## src/rtl/pc_gen.sv

```systemverilog
// Fetch-stage program counter with a direct-mapped branch target buffer.
// pc is registered; pred_taken/pred_target are looked up combinationally from pc.
module pc_gen #(
  parameter int                    ADDR_WIDTH   = 32,
  parameter logic [ADDR_WIDTH-1:0] RESET_VECTOR = '0,
  parameter int                    BTB_ENTRIES  = 16
) (
  input  logic                  clk_in,
  input  logic                  rst_in,
  input  logic                  rdy_in,
  input  logic                  stall_in,
  input  logic                  jump_enable,
  input  logic [ADDR_WIDTH-1:0] jump_target,
  input  logic                  upd_valid,
  input  logic [ADDR_WIDTH-1:0] upd_pc,
  input  logic                  upd_taken,
  input  logic [ADDR_WIDTH-1:0] upd_target,
  output logic [ADDR_WIDTH-1:0] pc,
  output logic                  pred_taken,
  output logic [ADDR_WIDTH-1:0] pred_target
);

  localparam int IDX_W = $clog2(BTB_ENTRIES);
  localparam int TAG_W = ADDR_WIDTH - IDX_W - 2;

  logic                  btb_valid  [BTB_ENTRIES];
  logic [1:0]            btb_ctr    [BTB_ENTRIES];
  logic [TAG_W-1:0]      btb_tag    [BTB_ENTRIES];
  logic [ADDR_WIDTH-1:0] btb_target [BTB_ENTRIES];

  logic [IDX_W-1:0]      look_idx;
  logic [TAG_W-1:0]      look_tag;
  logic                  look_hit;
  logic [IDX_W-1:0]      upd_idx;
  logic [TAG_W-1:0]      upd_tag;
  logic                  upd_hit;
  logic [ADDR_WIDTH-1:0] pc_next;
  logic                  unused_upd_lo;

  // Instructions are word aligned, so the low two address bits never index or tag.
  assign look_idx = pc[IDX_W+1:2];
  assign look_tag = pc[ADDR_WIDTH-1:IDX_W+2];
  assign look_hit = btb_valid[look_idx] && (btb_tag[look_idx] == look_tag);

  assign upd_idx = upd_pc[IDX_W+1:2];
  assign upd_tag = upd_pc[ADDR_WIDTH-1:IDX_W+2];
  assign upd_hit = btb_valid[upd_idx] && (btb_tag[upd_idx] == upd_tag);
  assign unused_upd_lo = ^upd_pc[1:0];

  assign pred_taken  = look_hit && btb_ctr[look_idx][1];
  assign pred_target = pred_taken ? btb_target[look_idx] : '0;

  always_comb begin
    pc_next = pc + ADDR_WIDTH'(4);
    if (jump_enable) begin
      pc_next = jump_target;
    end else if (stall_in) begin
      pc_next = pc;
    end else if (pred_taken) begin
      pc_next = pred_target;
    end
  end

  always_ff @(posedge clk_in or posedge rst_in) begin
    if (rst_in) begin
      pc <= RESET_VECTOR;
    end else if (rdy_in) begin
      pc <= pc_next;
    end
  end

  // Updates write after the lookup of the same cycle, so a same-index update
  // only affects prediction from the following cycle on.
  always_ff @(posedge clk_in or posedge rst_in) begin
    if (rst_in) begin
      for (int i = 0; i < BTB_ENTRIES; i++) begin
        btb_valid[i]  <= 1'b0;
        btb_ctr[i]    <= 2'b01;
        btb_tag[i]    <= '0;
        btb_target[i] <= '0;
      end
    end else if (rdy_in && upd_valid) begin
      if (upd_hit) begin
        if (upd_taken) begin
          if (btb_ctr[upd_idx] != 2'b11) btb_ctr[upd_idx] <= btb_ctr[upd_idx] + 2'b01;
          btb_target[upd_idx] <= upd_target;
        end else if (btb_ctr[upd_idx] != 2'b00) begin
          btb_ctr[upd_idx] <= btb_ctr[upd_idx] - 2'b01;
        end
      end else if (upd_taken) begin
        btb_valid[upd_idx]  <= 1'b1;
        btb_tag[upd_idx]    <= upd_tag;
        btb_target[upd_idx] <= upd_target;
        btb_ctr[upd_idx]    <= 2'b10;
      end
    end
  end

endmodule

```

## config.mk

```make
export PLATFORM = sky130hd
export DESIGN_NAME = pc_gen
export DESIGN_NICKNAME = d
export VERILOG_FILES = /design/src/rtl/pc_gen.sv
export SDC_FILE = /design/constraint.sdc
export NUM_CORES = 2
export LEC_CHECK = 0
export ABC_AREA = 1
export CAP_MARGIN = 20
export CORE_ASPECT_RATIO = 1.2
export CORE_MARGIN = 1.5
export CORE_UTILIZATION = 30
export CTS_CLUSTER_SIZE = 24
export DETAILED_ROUTE_END_ITERATION = 6
export GPL_ROUTABILITY_DRIVEN = 0
export PLACE_DENSITY = 0.45
export SLEW_MARGIN = 20
export SYNTH_ARGS = -nofsm -noshare
export SYNTH_HDL_FRONTEND = slang
export SYNTH_SLANG_ARGS = --single-unit
```

## constraint.sdc

```tcl
create_clock -name clk_in -period 85.4 [get_ports clk_in]
set_input_delay 12.81 -clock clk_in [delete_from_list [all_inputs] [get_ports clk_in]]
set_output_delay 12.81 -clock clk_in [all_outputs]
set_load 0.02 [all_outputs]
```

==> out/results.txt <==
Worst path slowest cell: dfrtp_4
Largest net degree at the start of global routing: 149
Critical Path AT: 6140 ps
Top-count cell post-synth: nand2_1
Initial Utilization: 30.2%
CP Cell Sequence: buf_12, buf_4, o21ai_0, o21ai_0, nand2_1, nand2_1, inv_1, nand3_1, nand2_1, nor2_1, nand2_1, nor2_1, nand2_1, nor2_4, buf_4, nand2_1, inv_1, clkdlybuf4s50_1
Ys async rst share: 100%
# fillers: 19,100
Layout Cells excl Fill: 9,727
Count of final hold-check violations: 0
Final setup fails: 0
CP Class: reg -> out
First-pass GRT wire length: 323 mm
Post-synth EDFFs: 0
Clock skew: 51.5 ps
Drt first pass iters: 5
Drt wl/cell: 22.4 µm
Post-Syn Area: 53,400 µm²
Via count: 49,700
RSZ-0062 raised after global routing: no
Fin crit share: 22.2%
Worst-Skew Late Latency: 780 ps
Root buffer cell: clkbuf_16
Area of the multi-input gates: 23,800 µm²
Cts bufs inserted: 120
Max H-tree Level: 3
Residual DRC count: 0
Post-route ant nets: 0
Reg area: 25,300 µm²
Hold Slack: 462 ps
Cts repair resizes: 0
Placed insts: 9,499
PwrDens: 24.4 nW/µm²
Layout cell share with drive strength beyond 1: 5.18%
Final core occ: 34.4%
Most frequent CP cell: nand2_1
GRT overflow: 0
Top cells by area, synth: dfrtp_1 (46%), nand2_1 (19%), o21ai_0 (13%), inv_1 (3.9%), nor2_1 (3.3%)
Overall routed net length: 218 mm
CTS tree: yes
Worst Hold Class: reg -> reg
CTS Sinks: 1,008
Initial antenna violation count: 20
Die area: 181,000 µm²
Total negative slack: 0 ps
Number of global-route vias before repair: 47,000
Max_slew headroom: 27.3%
Slew Viols, Final: 0
Site Rows: 169
Vias per cell: 5.11
Hold buffers post-CTS: 0
Static Leakage: 28.9 nW
Die Width: 388 µm
GRT Overall Usage: 23.7%
Average size of a mapped cell: 7.14 µm²
Critical path launch point type: flip-flop
Post-CTS Setup Repair Bufs: 0
Min Tclk post-route: 18,950 ps
CP Max Fanout: 107
CP peak stage delay: 850 ps
Netlist cell types: 41
Synth Net Count: 7,581
Mapped Cells: 7,475
Synth cell count leaders: nand2_1 (2,664), o21ai_0 (1,343), dfrtp_1 (992)
FF-to-FF path depth: 19
Seq/Total Area, Yosys: 47.3%
Total power: 1.48 mW
Number of register bits inferred by synthesis: 1,008
Buffers on Ports: 165
Worst path required time: 72,590 ps
Synthesis Warnings: 0
Outcome: completed
Min-Delay Path Depth: 2
First DRT Iteration DRCs: 4,338
Area grow syn2layout: 13.9%
Post-DP HPWL: 129 mm
Yosys top cell by area: dfrtp_1
CTS clk-pin slew, worst paths: 60 ps
Core area: 177,000 µm²
Boundary Pins: 168
Die Height: 465 µm
Nets: 7,419
Number of max-cap violations: 0
VDD IR max: 0.0000188 V
Most used DFF post-synth: dfrtp_1
Clock Path Buffers: 3
Area share of the largest cell type after synthesis: 46.5%
Slew @ Worst Pin: 1090 ps
Max Clk Rate: 52.8 MHz
Worst Setup End Kind: output port
## metrics by stage
| step | setup WS [ps] | instance area, µm² |
|---|---|---|
| floorplan | 44250 | 53400 |
| finish | 66450 | 60800 |
| global placement | 66840 | 56700 |
| detailed placement | 66840 | 56700 |
| global route | 66060 | 60800 |
| CTS | 66330 | 60800 |
## cells in the final DEF (no fill, tap or decap), types with 16 or more instances in the layout
cell / netlist / layout
nand3_1: 283 / 282
clkdlybuf4s50_1: 0 / 163
nor2_1: 464 / 453
o21ai_0: 1343 / 1343
clkinv_2: 0 / 24
clkbuf_8: 0 / 28
xor2_1: 28 / 28
dfrtp_1: 992 / 989
o21ai_1: 48 / 48
nand4_1: 34 / 34
a21oi_1: 159 / 158
inv_1: 558 / 548
nand2_2: 1 / 16
clkbuf_1: 372 / 37
buf_4: 20 / 106
dfstp_2: 16 / 16
nor2_4: 2 / 18
o211ai_1: 185 / 185
nand2_1: 2664 / 2647
clkbuf_16: 0 / 120
o22ai_1: 61 / 61
## cell type report
cell class,instances,area share [%]
multi-input cells,5341,39.2
inverters,565,3.53
repair buffers,277,4.25
clock buffers,185,5.80
flip-flops and latches,1008,41.5
well taps,2308,4.75
clock inverters,39,0.907
diodes,4,0.0165
## routing by layer
layer | global-route usage [%] | routed length [µm]
met3 | 2.73 | 11100
met5 | 0 | 27
met4 | 6.98 | 6140
met1 | 32.4 | 98400
met2 | 39.4 | 103000
## where the power goes
part | switching [mW] | leakage, nW | internal (mW) | total, mW
registers | 0.0443 | 12.4 | 0.550 | 0.594
clock network | 0.224 | 2.00 | 0.309 | 0.533
logic | 0.250 | 14.4 | 0.108 | 0.358
## flip-flops by register name, indices dropped and copies added, names as in the netlist
name,flops
btb_target,512
btb_valid,16
btb_tag,416
btb_ctr,32
pc,32
## kinds of logic (layout without fill, tap and decap cells)
logic type / Yosys count / count (layout) / synth area share (%)
AOI/OAI and AO/OA: 1824 / 1824 / 18.2
xor gates and xnor gates: 29 / 29 / 0.476
adders and majority gates: 3 / 3 / 0.0703
buffers and inverters: 1126 / 1066 / 8.41
DFF: 1008 / 1008 / 47.3
other: 0 / 4 / 0
and+or+nand+nor: 3485 / 3485 / 25.5
## worst paths after layout
path	slack [ps]	from	to
worst max-delay path	66450	pc[3]$_DFFE_PP0P_	pred_target[27]
worst min-delay path	460	btb_ctr[6]$_DFFE_PP1P_	btb_ctr[6]$_DFFE_PP1P_
worst max register to register	80400	pc[3]$_DFFE_PP0P_	pc[11]$_DFFE_PP0P_
worst min register to register	460	btb_ctr[6]$_DFFE_PP1P_	btb_ctr[6]$_DFFE_PP1P_
max in group asynchronous	67930	rst_in	btb_target[189]$_DFFE_PP0P_
min in group asynchronous	12670	rst_in	btb_target[400]$_DFFE_PP0P_
## worst max-delay path: cells and delay by family, from the launching register on
family / cells / cell delay (ps)
buffers and inverters: 6 / 2710
AND/OR/NAND/NOR: 10 / 1310
flip-flops: 1 / 850
AO/OA/AOI/OAI: 2 / 450
Note: power is estimated with default switching activity, not from simulation.
